<file path="config.mk">
export PLATFORM = sky130hd
export DESIGN_NAME = counter_ctrl
export DESIGN_NICKNAME = d
export VERILOG_FILES = /design/src/rtl/counter_ctrl.sv
export SDC_FILE = /design/constraint.sdc
export NUM_CORES = 1
export LEC_CHECK = 0
export ABC_AREA = 1
export BUFFER_PORTS_ARGS = -buffer_cell sky130_fd_sc_hd__buf_2
export CORE_MARGIN = 1
export CORE_UTILIZATION = 52
export DETAILED_ROUTE_END_ITERATION = 16
export PLACE_DENSITY = 0.84
export SYNTH_ARGS = -nofsm -noshare
export SYNTH_HDL_FRONTEND = slang
export SYNTH_SLANG_ARGS = --single-unit
</file>
<file path="constraint.sdc">
create_clock -name clock -period 2.5 [get_ports clock]
set_input_delay 0.5 -clock clock [delete_from_list [all_inputs] [get_ports clock]]
set_output_delay 0.5 -clock clock [all_outputs]
set_load 0.05 [all_outputs]
</file>
<file path="src/rtl/counter_ctrl.sv">
// rtl/counter_ctrl.sv - command-driven up-counter with one-shot/periodic terminal events
// Optional tick prescaler is enabled by defining COUNTER_CTRL_PRESCALE_EN.
module counter_ctrl #(
  parameter int Size = 5
) (
  input  logic            clock,
  input  logic            reset,
  input  logic            cmd_valid,
  output logic            cmd_ready,
  input  logic [1:0]      cmd_op,
  input  logic [Size-1:0] cmd_data,
  input  logic            periodic,
  input  logic            done_ack,
`ifdef COUNTER_CTRL_PRESCALE_EN
  input  logic [7:0]      prescale,
`endif
  output logic [Size-1:0] count,
  output logic            busy,
  output logic            done,
  output logic            overrun
);

  typedef enum logic [1:0] {
    ST_IDLE   = 2'b00,
    ST_RUN    = 2'b01,
    ST_PAUSED = 2'b10
  } state_e;

  localparam logic [1:0] OP_LOAD  = 2'b00;
  localparam logic [1:0] OP_START = 2'b01;
  localparam logic [1:0] OP_STOP  = 2'b10;
  localparam logic [1:0] OP_CLEAR = 2'b11;

  state_e          state_q, state_d;
  logic [Size-1:0] count_q, count_d;
  logic [Size-1:0] limit_q, limit_d;
  logic            periodic_q, periodic_d;
  logic            done_q, done_d;
  logic            overrun_q, overrun_d;
  logic            ready_q, ready_d;
  logic            accept;
  logic            ps_hit;
  logic            tick;
  logic            terminal;

  assign accept = cmd_valid && ready_q;

`ifdef COUNTER_CTRL_PRESCALE_EN
  logic [7:0] ps_q, ps_d;

  assign ps_hit = (ps_q == prescale);

  // Prescaler only advances in RUN, so PAUSED naturally holds it.
  always_comb begin
    ps_d = ps_q;
    if (state_q == ST_RUN) begin
      ps_d = ps_hit ? 8'd0 : ps_q + 8'd1;
    end
    if (accept && ((cmd_op == OP_CLEAR) ||
                   ((cmd_op == OP_START) && (state_q == ST_IDLE)))) begin
      ps_d = 8'd0;
    end
  end

  always_ff @(posedge clock) begin
    if (reset) begin
      ps_q <= 8'd0;
    end else begin
      ps_q <= ps_d;
    end
  end
`else
  assign ps_hit = 1'b1;
`endif

  assign tick     = (state_q == ST_RUN) && ps_hit;
  assign terminal = tick && (count_q == limit_q);

  always_comb begin
    state_d    = state_q;
    count_d    = count_q;
    limit_d    = limit_q;
    periodic_d = periodic_q;
    done_d     = done_q;
    overrun_d  = overrun_q;
    ready_d    = !accept;

    if (tick) begin
      if (terminal) begin
        if (periodic_q) begin
          count_d = '0;
        end else begin
          state_d = ST_IDLE;
        end
      end else begin
        count_d = count_q + Size'(1);
      end
    end

    // An event landing on an ack keeps done set and is not counted as lost.
    if (terminal) begin
      done_d = 1'b1;
      if (done_q && !done_ack) begin
        overrun_d = 1'b1;
      end
    end else if (done_ack) begin
      done_d = 1'b0;
    end

    // Commands are applied last so they take priority over the tick's state/count.
    if (accept) begin
      case (cmd_op)
        OP_LOAD: begin
          limit_d = cmd_data;
        end
        OP_START: begin
          if (state_q == ST_IDLE) begin
            count_d    = '0;
            periodic_d = periodic;
          end else if (state_q == ST_RUN) begin
            count_d = '0;
          end
          state_d = ST_RUN;
        end
        OP_STOP: begin
          if (state_q == ST_RUN) begin
            state_d = ST_PAUSED;
            count_d = count_q;
          end
        end
        OP_CLEAR: begin
          state_d   = ST_IDLE;
          count_d   = '0;
          done_d    = 1'b0;
          overrun_d = 1'b0;
        end
      endcase
    end
  end

  always_ff @(posedge clock) begin
    if (reset) begin
      state_q    <= ST_IDLE;
      count_q    <= '0;
      limit_q    <= '1;
      periodic_q <= 1'b0;
      done_q     <= 1'b0;
      overrun_q  <= 1'b0;
      ready_q    <= 1'b1;
    end else begin
      state_q    <= state_d;
      count_q    <= count_d;
      limit_q    <= limit_d;
      periodic_q <= periodic_d;
      done_q     <= done_d;
      overrun_q  <= overrun_d;
      ready_q    <= ready_d;
    end
  end

  assign cmd_ready = ready_q;
  assign count     = count_q;
  assign busy      = (state_q == ST_RUN);
  assign done      = done_q;
  assign overrun   = overrun_q;

endmodule

</file>
# --- Yosys cells after proc, flatten, opt, wreduce, memory -nomap -nowiden ---
# Cells that the tools add are included.
op_classes:
  shift: 0
  n_mux: 22
  add_sub_neg: 1
  bitwise: 0
  reduce_logical: 9
  n_div: 0
  magnitude_cmp: 0
  n_mul: 0
  eq_ne: 6
ops:
  columns: ["op", "count"]
  rows:
  - ["two-way mux 5 bit", 7]
  - ["case mux 5 bit (3 select lines)", 1]
  - ["two-way mux 2 bit", 5]
  - ["two-way mux 1 bit", 8]
  - ["case mux 2 bit (3 select lines)", 1]
  - ["adder 5 x 1 -> 5 bit, second input constant", 1]
  - ["== test 5 bit", 1]
  - ["== test 2 x 1 -> 1 bit, second input constant", 2]
  - ["== test 2 bit, second input constant", 2]
  - ["zero test 2 bit", 2]
  - ["logical AND 1 bit", 3]
  - ["inequality test 3 bit, second input constant", 1]
  - ["AND reduction 3 bit", 1]
  - ["zero test 1 bit", 2]
  - ["AND reduction 2 bit", 1]
totals:
  ramBits: 0
  register_bits: 16
  romBits: 0
  n_memories: 0
  latchBits: 0
  wordCells: 45
  output_inout_bits: 9
  in_bits: 12

# --- Depth between registers and ports, before layout ---
# Gate-level depths: netlist (run 1).
depth:
  word_depth: 8
  mapped_depth: 11
  mapped_depth_nobuf: 11

# --- Worst setup path after synthesis (run 1) ---
# OpenSTA, ideal clock, no wires.
synth_path:
  path_kind: "register to register"
  startpoint: "reg count_q[1] (netlist: count[1])"
  endpoint: "reg count_q[4] (netlist: count[4])"
  stages_incl_launch_ff: 10
  arrival_ns: 1.485
  period_less_slack_ns: 1.598
  path_slack_ns: 0.902
  cell_sequence: "dfxtp_1 inv_1 nand2_1 nand2_1 nor2_8 nand3_4 o21ai_2 nand3_1 nor2_1 nor2_1"
synth_between:
  elab_chain_len: 8
  elab_cells_between_ends: 10
  classes_between: "add/sub: 1; eq/ne: 1; mux: 7; reduce/logical: 1"
synth_lines:
  columns: ["element", "line", "text"]
  rows:
  - ["start: declaration", "35", "logic [Size-1:0] count_q, count_d;"]
  - ["start signal: assignment", "152", "count_q <= count_d;"]
  - ["parallel branches: the longest is 2 deep, another holds adder 5 x 1 -> 5 bit", null, null]
  - ["two-way mux 5 bit (*)", "89", "if (terminal) begin"]
  - ["two-way mux 5 bit (*)", "88", "if (tick) begin"]
  - ["two-way mux 5 bit", "120", "end else if (state_q == ST_RUN) begin"]
  - ["two-way mux 5 bit", "117", "if (state_q == ST_IDLE) begin"]
  - ["case mux 5 bit (3 select lines)", "112", "case (cmd_op)"]
  - ["two-way mux 5 bit (*)", "111", "if (accept) begin"]
# Mark *: on every way between the ends. The select of a mux whose other input is x is not followed.
# A chain may end at the register's enable or synchronous reset.

# --- Final worst setup path (run 1) ---
layout_path:
  startpoint: "reg state_q[0]"
  endpoint: "out busy"
layout_between:
  elab_chain_len: 1
layout_lines:
  columns: ["element", "line", "text"]
  rows:
  - ["start: declaration", "34", "state_e state_q, state_d;"]
  - ["start signal: assignment", "151", "state_q <= state_d;"]
  - ["== test 2 x 1 -> 1 bit", "163", "assign busy = (state_q == ST_RUN);"]
  - ["end: declaration", "18", "output logic busy,"]
# Every way passes these cells.

==> results of run 1 <==
[power by group]
part	internal (mW)	total (mW)	switching [mW]
logic	0.0252	0.0765	0.0513
registers	0.262	0.267	0.00534
clock network	0.0890	0.179	0.0905
[area by class of cell]
type	count	area [sq um]	area share
clock buffer	4	36.3	0.0315
inverter	21	78.8	0.0683
multi-input combinational	100	587	0.509
sequential	16	320	0.278
tap	25	31.3	0.0271
timing repair buffer	20	100	0.0868
[how the worst min path moves through the flow]
| stage | cells past startpoint | start | to | slack [ns] |
|---|---|---|---|---|
| after floorplan | 2 | periodic_q | periodic_q | 0.43 |
| after global placement | 2 | periodic_q | periodic_q | 0.44 |
| after detailed placement | 2 | periodic_q | periodic_q | 0.45 |
| after CTS | 3 | cmd_data[0] | limit_q[0] | 0.41 |
| after global routing | 3 | cmd_data[1] | limit_q[1] | 0.42 |
| final | 3 | cmd_data[0] | limit_q[0] | 0.41 |
[cell usage after synthesis]
| cell | count | area share |
|---|---|---|
| inv_1 | 15 | 0.057 |
| a21oi_1 | 6 | 0.030 |
| nor2_4 | 2 | 0.023 |
| o21ai_2 | 2 | 0.018 |
| o21ai_1 | 2 | 0.010 |
| a21oi_2 | 2 | 0.018 |
| nor2_1 | 12 | 0.046 |
| ha_1 | 1 | 0.013 |
| nor3_1 | 2 | 0.010 |
| o21ai_0 | 4 | 0.020 |
| nand3_4 | 1 | 0.018 |
| o211ai_1 | 4 | 0.030 |
| dfxtp_1 | 16 | 0.32 |
| o21ba_2 | 1 | 0.010 |
| nand4_4 | 1 | 0.022 |
| clkinv_1 | 1 | 0.0038 |
| o21bai_1 | 1 | 0.0076 |
| inv_2 | 5 | 0.019 |
| nand2_2 | 10 | 0.063 |
| nand3_1 | 11 | 0.056 |
| xnor2_2 | 1 | 0.017 |
| nor2_8 | 2 | 0.041 |
| nand2_4 | 1 | 0.011 |
| nand2_1 | 33 | 0.13 |
| nand4_1 | 1 | 0.0063 |
[critical path, delay by kind of cell, from the launching register on]
kind / cells / cell delay (ns)
DFF: 1 / 0.37
buffers and inverters: 2 / 0.40
and+or+nand+nor: 1 / 0.22
[flip-flops by register name (all words and copies together) (netlist names)]
signal,cells
count,5
limit_q,5
state_q,2
cmd_ready,1
done,1
overrun,1
periodic_q,1
[layer usage]
layer / vias up / routed length, um
li1: 489 / -
met1: 431 / 856
met2: 36 / 1070
met3: 6 / 144
met4: 0 / 61
met5: - / 0
[cell families after synthesis]
| kind of cell | after synthesis | share of synthesized area |
|---|---|---|
| xor gates and xnor gates | 1 | 0.0165 |
| adders and majority gates | 1 | 0.0127 |
| DFF | 16 | 0.325 |
| AOI/OAI and AO/OA | 22 | 0.145 |
| and+or+nand+nor | 76 | 0.421 |
| buffers and inverters | 21 | 0.0799 |
==> metrics, run 1 <==
Distinct cells, synth 25; count of final setup violators 0; routed length per instance 11.4 um; Worst setup endpoint busy; Crit Path Class reg2out; total power 0.523 mW; dpl cells 182; Min-Delay Path Class in2reg; fin cells 186; flop2flop setup slack 1.11 ns; Max rail drop VDD 0.000376 V; Worst Skew 0.00622 ns; Syn Nets 150; antenna fix cells 0; Routed WL 2130 um; I/O pin count 21; outcome finished, final reports clean; vias per cell 5.17; RSZ-0062 raised after global routing false; CP cell instances inv_1, nor2_4, buf_2; Skew-Pair Late Insertion Delay 0.30 ns; post-CTS sizing 0; TritonCTS clock tree built; # rows 15; DP Worst Slack 0.920 ns; GRT Max-Usage Layer met2; max cap viols 0; Filler cells 168; placed cell areas 1120 sq um; Via Count 962; Mean Syn Cell Area 7.20 sq um; worst-case reg-to-reg path depth 7; Initial Utilization 0.565; Final WS setup 0.718 ns; worst setup path start state_q[0]; FF-to-FF End overrun; Sink Count 16; First DRT Iteration DRCs 20; Setup TNS 0 ns; first-pass GRT wire length 3530 um; post-synthesis cell count 137; flops & latches, synth 16; initial antenna violation count 0; drt pass-1 iters 4; clock-pin slew on the worst setup and hold paths 0.10 ns; full die area 2070 sq um; met3 usage 0.0595; vias in the first global route 828; Slew HR 0.638; CP max FO 9; Critical Path AT 1.28 ns; final core utilization 0.661; CTS buffer count 3; Clock Tree Buf Depth 2; Leakage 0.572 nW; reg-to-reg critical path startpoint count[1]; largest stage delay on the critical path 0.37 ns; Tcrit/Tclk final 0.713; final hold vios 0; post-synthesis cell area 986 sq um; yosys warns 0; WHS 0.406 ns; final slew viol count 0; # hold bufs at CTS 0; Slowest-stage cell, CP dfxtp_1; nets 175; CP endpoint kind output pin; register area share after synthesis 0.325; most frequent cells in the layout nand2_1, buf_2, dfxtp_1; Worst setup SP type flop; antenna-violating nets left 0; gr ovfl total 0; Die W 45.5 um; CTS root buf clkbuf_4; Fmax 0.561 GHz; fin crit period 1.78 ns; PwrDens 454 nW/um^2; commonest non-fill, non-tap cell in the layout nand2_1; drt drc 0; final RePlAce weighted congestion 0.817; met2 usage 0.414; worst-margin pin slew 0.541 ns; Layout area overhead 17.0%; Worst EP required 2.00 ns; # Post-CTS Setup Buffers 0; Die H 45.5 um; largest net degree at the start of global routing 11; met1 Resource Use GR 0.275; GRT Total Usage 0.242; Final Cell Area 1150 sq um; dpl hpwl 1640 um; share of layout cells above drive strength 1 0.323; port buffer count 20; CORE AREA 1750 sq um; CTS H-Tree Depth 1
Power figures use the tool's default switching activity.
==> run 2: changes to the inputs <==
- ABC_AREA: 1 -> 0
- CORE_UTILIZATION: 52 -> 47
- PLACE_DENSITY: 0.84 -> 0.81
- clock period: 2.5 -> 1.6 ns (I/O delays scaled with it)
==> run 2 against run 1 <==
The flow now finishes with violations (negative setup slack). Non-clock buffer count is 26 higher. Routed wire length is 76% higher. Flip-flop and latch count stayed put. Synthesized area is 5.6% lower. Synthesized cell count is 18% lower. Sequential power is 55% higher. Cell area is 27% higher. Sequential share of layout area is 4.0 points lower. Worst hold slack worse by 0.16 ns. Register-to-register slack worse by 1.2 ns. Largest cell class unchanged.
==> metrics, run 2 <==
outcome complete, but fails checks; failing checks negative setup slack; final slew viol count 0; Layout area overhead 57.4%; Initial Utilization 0.522; yosys warns 0; fin crit period 1.65 ns; Storage cell area 348 sq um; Worst setup endpoint count[4]; Multi-input gate area 716 sq um; FF-to-FF End count[4]; PwrDens 560 nW/um^2; Setup TNS -0.0923 ns; Logic pwr share 0.216; placed cell areas 1190 sq um; Min-Delay Path Class in2reg; worst setup path start state_q[1]; Clk pwr share 0.282; Critical Path AT 1.85 ns; dpl hpwl 1880 um; first-pass GRT wire length 4250 um; First DRT Iteration DRCs 72; CTS root buf clkbuf_4; flops & latches, synth 16; vias per cell 6.39; top-area cell type share of the netlist area 0.344; commonest non-fill, non-tap cell in the layout buf_4; CP endpoint kind flop; Leakage 0.616 nW; flop2flop setup slack -0.05 ns; Reg power frac 0.503; Via Count 1,156; Filler cells 106; Skew-Pair Late Insertion Delay 0.29 ns; final RePlAce weighted congestion 0.883; total power 0.821 mW; Slew HR 0.712; register area share after synthesis 0.344; Synth Flop Type dfxtp_1; Internal 0.558 mW; CTS H-Tree Depth 1; Max rail drop VDD 0.000579 V; clock-pin slew on the worst setup and hold paths 0.10 ns; area leader, netlist dfxtp_1; Crit Path Class reg2reg; Distinct cells, synth 39; max cap viols 0; Worst setup SP type flop; Die H 46.5 um; Worst EP required 1.79 ns; Final Cell Area 1470 sq um; antenna-violating nets left 0; final hold vios 0; Synth async-reset ratio 0; Fmax 0.605 GHz; Die W 46.5 um; port buffer count 20; worst-margin pin slew 0.428 ns; switch share 0.320; worst-case reg-to-reg path depth 5; synth top area cells dfxtp_1, nand2_1, mux2i_1; # rows 15; gr ovfl total 0; post-synthesis cell area 931 sq um; RSZ-0062 raised after global routing true; Tcrit/Tclk final 1.03; Psw 0.263 mW; nets 170; initial antenna violation count 0; largest net degree at the start of global routing 12; share of layout cells above drive strength 1 0.513; Final WS setup -0.0542 ns; Routed WL 3750 um; count of final setup violators 2; CTS buffer count 3; most frequent cells in the layout buf_4, buf_2, nand2_1; Mean Syn Cell Area 8.31 sq um; TritonCTS clock tree built; full die area 2160 sq um; Sink Count 16; reg-to-reg critical path startpoint state_q[1]; post-synthesis cell count 112; drt drc 0; top-count cell post-synth nand2_1; Worst Skew 0.00252 ns; antenna fix cells 0; routed length per instance 20.7 um; Syn Nets 125; vias in the first global route 922; top post-synthesis cells by count nand2_1, dfxtp_1, nor2_1; CORE AREA 1780 sq um; Post-synth EDFFs 0; Clock Tree Buf Depth 2; CP max FO 5; drt pass-1 iters 5; GRT Total Usage 0.291; I/O pin count 21
## run 2: changes by cell type in the layout (fill, tap and decap cells not counted), moves of 8 or more
cell	before	now
nand3_1	11	3
dfxtp_1	16	6
nand2_1	33	18
inv_1	15	5
nand2_2	10	0
buf_4	0	22
## run 2: critical path, cell delays in order (launching register included)
cell and delay, ns:
dfxtp_1 0.33, nand2b_4 0.20, inv_4 0.09, o21ai_1 0.13
or4_4 0.51, a221oi_2 0.29
## run 2: kinds of logic after synthesis
logic type / synth area share
buffers and inverters: 0.0564
multiplexers: 0.0645
AND/OR/NAND/NOR: 0.282
AO/OA/AOI/OAI: 0.164
XOR/XNOR: 0.0753
adder cells (fa/ha/maj): 0.0134
flip-flops: 0.344
## run 2: layer usage
metal | global-route usage | up-vias | wire length, um
met3 | 0.0510 | 34 | 393
met2 | 0.508 | 103 | 1730
met1 | 0.341 | 528 | 1340
met5 | 0 | - | 0
li1 | - | 491 | -
met4 | 0.124 | 0 | 279
## run 2: how the worst min path moves through the flow
stage                startpoint          to  slack (ns)  cells past startpoint
floorplan                 reset    count[3]        0.39                      1
global placement        overrun     overrun        0.44                      2
detailed placement      overrun     overrun        0.46                      2
CTS                 cmd_data[1]  limit_q[1]        0.25                      3
global route        cmd_data[4]  limit_q[4]        0.24                      3
finish              cmd_data[4]  limit_q[4]        0.25                      3
## run 2: per-stage QoR
| stage | instances | hold WS, ns | utilization | setup slack [ns] |
|---|---|---|---|---|
| 6_report | 181 | 0.247 | 0.822 | -0.0542 |
| 5_1_grt | 181 | 0.243 | 0.822 | -0.105 |
| 4_1_cts | 174 | 0.252 | 0.722 | -0.0101 |
| 3_5_place_dp | 167 | 0.461 | 0.666 | -0.0182 |
| 3_3_place_gp | 167 | 0.444 | 0.666 | 0.0106 |
| 2_1_floorplan | 112 | 0.389 | - | -0.0490 |
## run 2: area by class of cell
class,count,area share
multi-input cells,84,0.488
flip-flops and latches,16,0.237
well taps,25,0.0213
clock buffers,3,0.0154
inverters,6,0.0171
clock inverters,1,0.00256
repair buffers,46,0.218
## run 2: what timing repair did
item,4_1_cts,5_1_grt
buffers inserted,3,7
hold buffers,0,0
gates resized for setup,9,21
endpoints found under the hold margin,0,0
pin swaps,4,10
setup endpoints to repair,4,3
## run 2: power groups by stage
stage / sequential [mW] / combinational [mW] / clock, mW
finish: 0.413 / 0.177 / 0.231
global route: 0.414 / 0.185 / 0.248
CTS: 0.411 / 0.147 / 0.226
detailed placement: 0.420 / 0.139 / 0
global placement: 0.420 / 0.134 / 0
floorplan: 0.431 / 0.0757 / 0
